--- config.mk ---
export PLATFORM = sky130hd
export DESIGN_NAME = matrix_receiver_flat
export DESIGN_NICKNAME = d
export VERILOG_FILES = /design/src/rtl/matrix_receiver_if.sv /design/src/rtl/matrix_receiver.sv /design/src/flat_wrapper.sv
export SDC_FILE = /design/constraint.sdc
export NUM_CORES = 2
export LEC_CHECK = 0
export ABC_AREA = 1
export ABC_CLOCK_PERIOD_IN_PS = 15100
export BUFFER_PORTS_ARGS = -buffer_cell sky130_fd_sc_hd__buf_4
export CORE_MARGIN = 2
export CORE_UTILIZATION = 61
export DETAILED_ROUTE_END_ITERATION = 16
export HOLD_SLACK_MARGIN = 0.02
export PLACE_DENSITY = 0.77
export SYNTH_ARGS = -nofsm -noshare
export SYNTH_HDL_FRONTEND = slang
export SYNTH_SLANG_ARGS = --single-unit
--- constraint.sdc ---
create_clock -name CLK -period 15.1 [get_ports CLK]
set_input_delay 0.755 -clock CLK [delete_from_list [all_inputs] [get_ports CLK]]
set_output_delay 0.755 -clock CLK [all_outputs]
set_load 0.02 [all_outputs]
--- src/rtl/matrix_receiver_if.sv ---
// rtl/matrix_receiver_if.sv - CPU matrix stream bundle: frame valid, sequencer state, 4x4 payload
interface matrix_receiver_if;
    logic         CPUvalid;
    logic [3:0]   matrixState;
    logic [255:0] mtrxIn;

    modport master (output CPUvalid, matrixState, mtrxIn);
    modport slave  (input  CPUvalid, matrixState, mtrxIn);
endinterface

--- src/rtl/matrix_receiver.sv ---
// rtl/matrix_receiver.sv - captures the 6-matrix CPU stream into a bank, checks sequencing, flags frames
// Optional payload re-check at the end of each hold: MRX_DOUBLE_SAMPLE_EN
module matrix_receiver #(
    parameter int SETTLE = 3,
    parameter int HOLD   = 7
) (
    input  logic             CLK,
    input  logic             rst,
    matrix_receiver_if.slave cpu,
    input  logic [2:0]       rd_sel,
    output logic [255:0]     rd_mtrx,
    output logic [5:0]       cap_mask,
    output logic             frame_valid,
    output logic             seq_err,
    output logic [7:0]       frame_cnt,
    output logic             unstable_err
);
    typedef enum logic [1:0] {S_IDLE, S_RECV, S_DONE, S_ERR} state_t;

    state_t       r_state, w_next;
    logic [3:0]   r_prev_state, r_stab_cnt;
    logic [255:0] r_bank [6];
    logic [255:0] r_rd_mtrx;
    logic [5:0]   r_cap_mask;
    logic         r_frame_valid, r_seq_err;
    logic [7:0]   r_frame_cnt;

    logic [3:0] w_ms;
    logic [2:0] w_cur_idx, w_prev_idx;
    logic w_change, w_cur_rng, w_prev_rng, w_legal, w_early;
    logic w_settled, w_to_done, w_seq_bad, w_unstable;
    logic w_start, w_capture, w_fire, w_set_seq;

    if (SETTLE < 1 || SETTLE > HOLD || HOLD > 16) begin : g_bad_param
        $error("matrix_receiver: need 1 <= SETTLE <= HOLD <= 16");
    end

    assign w_ms       = cpu.matrixState;
    assign w_cur_idx  = 3'(w_ms - 4'd1);
    assign w_prev_idx = 3'(r_prev_state - 4'd1);
    assign w_change   = (w_ms != r_prev_state);
    assign w_cur_rng  = (w_ms >= 4'd1) && (w_ms <= 4'd6);
    assign w_prev_rng = (r_prev_state >= 4'd1) && (r_prev_state <= 4'd6);
    assign w_legal    = ((r_prev_state == 4'd0) && (w_ms == 4'd1)) ||
                        ((r_prev_state >= 4'd1) && (r_prev_state <= 4'd7) &&
                         (w_ms == r_prev_state + 4'd1));
    assign w_early    = w_prev_rng && !r_cap_mask[w_prev_idx];
    assign w_settled  = !w_change && w_cur_rng && (r_stab_cnt == 4'(SETTLE - 1)) &&
                        !r_cap_mask[w_cur_idx];
    assign w_to_done  = w_change && (r_prev_state == 4'd6) && (w_ms == 4'd7) &&
                        (r_cap_mask == 6'h3F);
    assign w_seq_bad  = w_change && (!w_legal || w_early ||
                        ((w_ms == 4'd7) && (r_cap_mask != 6'h3F)));

`ifdef MRX_DOUBLE_SAMPLE_EN
    // Last cycle of a nominal hold: payload must still match what was captured
    assign w_unstable = !w_change && w_cur_rng && (r_stab_cnt == 4'(HOLD - 2)) &&
                        r_cap_mask[w_cur_idx] && (r_bank[w_cur_idx] != cpu.mtrxIn);
`else
    assign w_unstable = 1'b0;
`endif

    always_ff @(posedge CLK) begin
        if (rst) r_state <= S_IDLE;
        else     r_state <= w_next;
    end

    always_comb begin
        w_next = r_state;
        if (!cpu.CPUvalid) begin
            w_next = S_IDLE;
        end else begin
            case (r_state)
                S_IDLE:  w_next = S_RECV;
                S_RECV:  begin
                    if (w_seq_bad || w_unstable) w_next = S_ERR;
                    else if (w_to_done)          w_next = S_DONE;
                end
                default: w_next = r_state;
            endcase
        end
    end

    always_comb begin
        w_start   = 1'b0;
        w_capture = 1'b0;
        w_fire    = 1'b0;
        w_set_seq = 1'b0;
        if (cpu.CPUvalid) begin
            case (r_state)
                S_IDLE: w_start = 1'b1;
                S_RECV: begin
                    w_capture = w_settled;
                    w_fire    = w_to_done;
                    w_set_seq = w_seq_bad;
                end
                default: ;
            endcase
        end
    end

    always_ff @(posedge CLK) begin
        if (rst) begin
            r_prev_state  <= '0;
            r_stab_cnt    <= '0;
            r_rd_mtrx     <= '0;
            r_cap_mask    <= '0;
            r_frame_valid <= 1'b0;
            r_seq_err     <= 1'b0;
            r_frame_cnt   <= '0;
            for (int i = 0; i < 6; i++) r_bank[i] <= '0;
        end else begin
            r_prev_state <= w_ms;
            if (w_change)                r_stab_cnt <= '0;
            else if (r_stab_cnt != 4'hF) r_stab_cnt <= r_stab_cnt + 4'd1;
            // Read samples the bank before this edge's capture lands
            r_rd_mtrx <= (rd_sel < 3'd6) ? r_bank[rd_sel] : '0;
            if (w_capture) r_bank[w_cur_idx] <= cpu.mtrxIn;
            if (!cpu.CPUvalid || w_start) r_cap_mask <= '0;
            else if (w_capture)           r_cap_mask[w_cur_idx] <= 1'b1;
            r_frame_valid <= w_fire;
            if (w_fire) r_frame_cnt <= r_frame_cnt + 8'd1;
            if (w_start)        r_seq_err <= 1'b0;
            else if (w_set_seq) r_seq_err <= 1'b1;
        end
    end

`ifdef MRX_DOUBLE_SAMPLE_EN
    logic r_unstable_err;
    always_ff @(posedge CLK) begin
        if (rst)                                                 r_unstable_err <= 1'b0;
        else if (w_start)                                        r_unstable_err <= 1'b0;
        else if (cpu.CPUvalid && (r_state == S_RECV) && w_unstable) r_unstable_err <= 1'b1;
    end
    assign unstable_err = r_unstable_err;
`else
    assign unstable_err = 1'b0;
`endif

    assign rd_mtrx     = r_rd_mtrx;
    assign cap_mask    = r_cap_mask;
    assign frame_valid = r_frame_valid;
    assign seq_err     = r_seq_err;
    assign frame_cnt   = r_frame_cnt;
endmodule

--- src/flat_wrapper.sv ---
// flat-port wrapper written by rule: the top's interface ports become plain ports
module matrix_receiver_flat 
#(
    parameter int SETTLE = 3,
    parameter int HOLD   = 7
)
  (CLK, rst, rd_sel, rd_mtrx, cap_mask, frame_valid, seq_err, frame_cnt, unstable_err, cpu_CPUvalid, cpu_matrixState, cpu_mtrxIn);
  matrix_receiver_if cpu_i ();
  input  logic CLK;
  input  logic rst;
  input  logic [2:0] rd_sel;
  output logic [255:0] rd_mtrx;
  output logic [5:0] cap_mask;
  output logic frame_valid;
  output logic seq_err;
  output logic [7:0] frame_cnt;
  output logic unstable_err;
  input wire logic [$bits(cpu_i.CPUvalid)-1:0] cpu_CPUvalid;
  input wire logic [$bits(cpu_i.matrixState)-1:0] cpu_matrixState;
  input wire logic [$bits(cpu_i.mtrxIn)-1:0] cpu_mtrxIn;
  assign cpu_i.CPUvalid = cpu_CPUvalid;
  assign cpu_i.matrixState = cpu_matrixState;
  assign cpu_i.mtrxIn = cpu_mtrxIn;
  matrix_receiver #(.SETTLE(SETTLE), .HOLD(HOLD)) u_core (.CLK(CLK), .rst(rst), .cpu(cpu_i), .rd_sel(rd_sel), .rd_mtrx(rd_mtrx), .cap_mask(cap_mask), .frame_valid(frame_valid), .seq_err(seq_err), .frame_cnt(frame_cnt), .unstable_err(unstable_err));
endmodule
Word-level counts from Yosys, hierarchy flattened:

Memory sizes are Yosys's and may differ from the RTL's. A register that Yosys moved wholly into a read port is not among the register bits.
Index checks and enable logic that the tools add are counted.

* register bits after elaboration: 26
* RAM bits: 1536
* input bits: 266
* output and inout bits: 273
* word-level logic and storage cells: 95
* memories: 1

Memory list
* u_core.r_bank: words 6, bits a word 256, rd ports 1, clocked after memory_dff 1, write ports 6, line matrix_receiver.sv:22 `logic [255:0] r_bank [6];`

* $add $sub $neg: 5
* order comparisons: 9
* equality and inequality tests: 11
* multiplexer cells: 25
* bitwise gates (word level): 3
* reductions and logical operators: 34

Operator list (count)
* $mux 256: 1
* $reduce_or 256->1: 1
* $mux 1: 17
* $logic_and 1x1->1: 15
* $le 4x3->1 const B: 3
* $reduce_or 2->1: 5
* $add 4x1->4 const B: 2
* $add 8x1->8 const B: 1
* $eq 4x3->1 const B: 2
* $ge 4x1->1 const B: 2
* $lt 3x4->1 const B: 2
* $bmux 1 s3: 2
* $eq 6x6->1 const B: 1
* $ne 6x6->1 const B: 1
* $or 6x6->6: 1
* $sub 3x1->3 const B: 2
* $logic_not 1->1: 5
* $eq 4x1->1 const B: 1
* $eq 4x2->1 const B: 1
* $eq 4x4->1: 1
* $logic_not 4->1: 1
* $logic_or 1x1->1: 4
* $mux 2: 2
* $ne 4x4->1: 1
* other kinds (12): 13

Logic depth before layout (Yosys ltp):

* word-level depth: 12
* depth in mapped cells: 14
* mapped depth without buffers: 12

Worst setup path after synthesis:

No wires, ideal clock.

* path type: input port to flip-flop
* from: input port cpu_matrixState[0]
* to: memory u_core.r_bank[6][0] (enable)
* library setup time: 0.878 ns
* arrival time: 13.012 ns
* required time: 14.222 ns
* slack: 1.210 ns
* stages: 12
* path buffers: 3
* cells stage by stage: buf_4 inv_2 ha_1 inv_1 nor3_1 nand2_1 o21ai_1 nor2_4 buf_2 buf_4 nand4_1 nor2_1

RTL lines
* start, declared: line flat_wrapper.sv:19 `input wire logic [$bits(cpu_i.matrixState)-1:0] cpu_matrixState;`
* end, declared: line matrix_receiver.sv:22

==> qor.txt <==
WL/cell = 24.2 microns
largest net degree at the start of global routing = 237
mapped cell area = 100000 sq um
Core Footprint = 163000 sq um
CTS tree = built
Worst Hold Path Cells = 3
clk root buf = clkbuf_16
Max-cap violations = 0
Setup crit end kind = flop
WP data required = 15.78 ns
P_leak = 40.0 nW
Final Skew = 0.0503 ns
Post-Place Cell Area = 105000 sq um
Crit Path Max Fanout = 44
initial antenna violation count = 10
critical path class = input port to flop
# nets final = 8849
Yosys cell types = 39
syn_area_per_cell = 12.0 sq um
Internal = 10.6 mW
DR vias/cell = 6.16
WHS = 0.163 ns
clk_lat worst skew = 0.87 ns
Reg power frac = 52.0%
CP Launch Type = input port
CTS Buffer Depth = 3
Final ANT Viol Nets = 0
Seq cells post-synth = 2330
Final Wtd Congestion = 0.849
Power Density = 123 nW/um^2
Port Buffers = 537
# IOs = 539
GRT overflow = 0
DR iter-0 viols = 8452
status = finished clean
Comb power frac = 7.3%
Die X = 409 microns
fin area = 113000 sq um
via count = 67500
reg2reg setup slack = 9.63 ns
Hold Startpoint = cpu_matrixState[2]
Critical R2R Launch = u_core.cap_mask[1]$_SDFFE_PP0P_
Num CTS Buffers = 226
Detailed Routing Iterations Pass 1 = 6
register area = 67100 sq um
maximum vdd ir drop = 0.120 mV
Worst-path clk slew = 0.06 ns
clock network power share = 40.7%
# rows = 148
sw frac = 23.5%
setup bufs post-CTS = 0
Hold WC Path Type = input port to flop
worst setup path startpoint = cpu_matrixState[0]
Hold EP = u_core.r_prev_state[2]$_SDFF_PP0_
share of cells above drive strength 1 = 28.0%
critical path arrival = 7.26 ns
normalized max-slew margin = 13.7%
vias in the first global route = 66700
reg2reg end = u_core.r_bank[2][228]$_SDFFCE_PN0P_
DP HPWL = 134 mm
total number of H-tree levels = 4
GRT Util Overall = 31.2%
DRC Markers = 0
Final Hold Vio Count = 0
reg2reg path depth = 10
post-synthesis cell count = 8362
final worst setup slack = 8.52 ns
worst slew pin tran = 1.30 ns
Setup TNS Final = 0 ns
Num Clock Sinks = 2330
NetSw = 3.25 mW
Post-CTS Resized = 0
fmax = 152 MHz
pre-CTS WS = 7.75 ns
Die Area = 167000 sq um
fin. max-slew vios = 0
Yosys warnings = 0
count of final setup violators = 0
Mapped Nets = 8640
first-pass GRT wire length = 399 mm
Initial Util = 61.5%
hold_buf cts = 0
post-layout power = 13.9 mW
post-synthesis sequential area ratio = 67.0%
die height = 409 microns
Final Cycle Share = 43.6%
RSZ-0062 raised after global routing = false
Tmin final = 6.58 ns
drt total wl = 265 mm
fillcell total = 11200
area grow syn2layout = 12.3%
area of the multi-input gates = 28900 sq um
-- area by class of cell --
| class | instances | share of cell area [%] |
|---|---|---|
| antenna | 6 | 0.0133 |
| clock buffer | 335 | 5.93 |
| clock inverter | 97 | 0.745 |
| inverter | 304 | 1.05 |
| multi-input combinational | 5074 | 25.7 |
| sequential | 2330 | 59.7 |
| tap | 2175 | 2.42 |
| timing repair buffer | 635 | 4.48 |
-- cells in the mapped netlist --
cell type | number | area (sq um)
edfxtp_1 | 2048 | 61500
nor2_1 | 1848 | 6940
o21ai_0 | 1288 | 6450
nor2_2 | 1002 | 6270
clkbuf_1 | 541 | 2030
dfxtp_1 | 282 | 5650
a31oi_1 | 257 | 1610
o22ai_1 | 256 | 1600
nand4_4 | 229 | 4870
inv_2 | 206 | 773
inv_1 | 95 | 357
nand2_1 | 86 | 323
buf_4 | 35 | 263
nand4_1 | 33 | 206
buf_1 | 27 | 101
buf_12 | 22 | 440
a21oi_1 | 20 | 100
nand3_1 | 19 | 95.1
buf_6 | 14 | 158
buf_2 | 13 | 65.1
ha_1 | 12 | 150
nor3_1 | 6 | 30.0
buf_8 | 2 | 30.0
clkinv_1 | 2 | 7.51
nand3b_1 | 2 | 15.0
nor2_4 | 2 | 22.5
or2_2 | 2 | 12.5
xnor2_1 | 2 | 17.5
and2_1 | 1 | 6.26
clkinv_4 | 1 | 8.76
conb_1 | 1 | 3.75
nand2_2 | 1 | 6.26
nand2_4 | 1 | 11.3
nand3_4 | 1 | 17.5
nor2_8 | 1 | 20.0
nor3_2 | 1 | 10.0
o21ai_1 | 1 | 5.00
o22ai_2 | 1 | 12.5
xor2_1 | 1 | 8.76
-- cell usage in the layout, fill, tap and decap left out, types with 4 or more instances in the layout --
master / instances
o21ai_0: 1288
buf_12: 21
clkbuf_1: 59
clkinv_1: 18
o22ai_1: 256
nand2_1: 80
nand3_1: 15
bufinv_16: 7
nand4_4: 229
clkinv_8: 5
nand4_1: 33
clkinv_2: 51
nor2_4: 4
nor2_1: 1846
nor2_2: 1002
inv_1: 93
clkbuf_8: 40
inv_16: 4
edfxtp_1: 2048
a31oi_1: 257
nand3_4: 5
inv_8: 7
nor3_1: 6
clkbuf_16: 236
buf_4: 612
inv_2: 205
ha_1: 12
nand2_4: 7
diode_2: 6
a21oi_1: 19
dfxtp_1: 282
-- worst max-delay path: stages --
cell,delay (ns)
buf_4,0.18
inv_2,0.19
ha_1,0.20
inv_1,0.06
nand2_1,0.07
nand2_2,0.18
nand3_4,0.71
o21ai_1,0.24
nor2_4,0.15
buf_4,0.54
buf_4,0.69
buf_4,0.87
buf_4,0.94
buf_4,0.81
nand4_4,0.22
nor2_1,0.24
-- cells by family (layout without fill, tap and decap cells) --
| group | count (synthesis) | in the layout | synth area share, % |
|---|---|---|---|
| AOI/OAI and AO/OA | 1823 | 1823 | 9.76 |
| xor gates and xnor gates | 3 | 3 | 0.0262 |
| adders and majority gates | 12 | 12 | 0.150 |
| buffers and inverters | 958 | 1371 | 4.23 |
| DFF | 2330 | 2330 | 67.0 |
| other | 1 | 7 | 0.00374 |
| and+or+nand+nor | 3235 | 3235 | 18.8 |
-- how the worst max path moves through the flow --
stage | to | slack [ns] | cells past startpoint
floorplan | u_core.r_bank[6][0]$_DFFE_PP_ | 1.21 | 12
global route | u_core.r_bank[4][221]$_SDFFCE_PN0P_ | 8.36 | 16
finish | u_core.r_bank[2][228]$_SDFFCE_PN0P_ | 8.52 | 16
detailed placement | u_core.r_bank[2][90]$_SDFFCE_PN0P_ | 7.75 | 16
CTS | u_core.r_bank[2][228]$_SDFFCE_PN0P_ | 8.65 | 16
global placement | u_core.r_bank[0][92]$_SDFFCE_PN0P_ | 7.90 | 16
-- per-layer routing --
metal / share of wire, % / track usage (%) / up-vias
met5: 0.0049 / 0 / -
met4: 4.2 / 14.3 / 2
met3: 9.7 / 4.90 / 590
met2: 49 / 51.2 / 3861
met1: 38 / 41.2 / 33100
li1: - / - / 29900
-- power groups by stage --
| stage | logic [mW] | registers, mW | clock network, mW |
|---|---|---|---|
| finish | 1.02 | 7.20 | 5.63 |
| floorplan | 0.513 | 7.43 | 0 |
| global placement | 0.987 | 7.33 | 0 |
| detailed placement | 1.00 | 7.34 | 0 |
| global route | 1.08 | 7.22 | 5.91 |
| CTS | 1.01 | 7.20 | 5.66 |
-- flip-flops by register name (all words and copies together) (netlist names) --
signal,count
u_core.seq_err,1
u_core.frame_cnt,8
u_core.r_state,2
u_core.rd_mtrx,256
u_core.frame_valid,1
u_core.r_prev_state,4
u_core.r_stab_cnt,4
u_core.cap_mask,6
u_core.r_bank,2048
-- stage by stage --
step | cells | util, %
3_5_place_dp | 10500 | 64.4
3_3_place_gp | 10500 | 64.4
6_report | 11000 | 69.1
4_1_cts | 11000 | 69.1
2_1_floorplan | 8362 | -
5_1_grt | 11000 | 69.1
(Power assumes the default switching activity.)
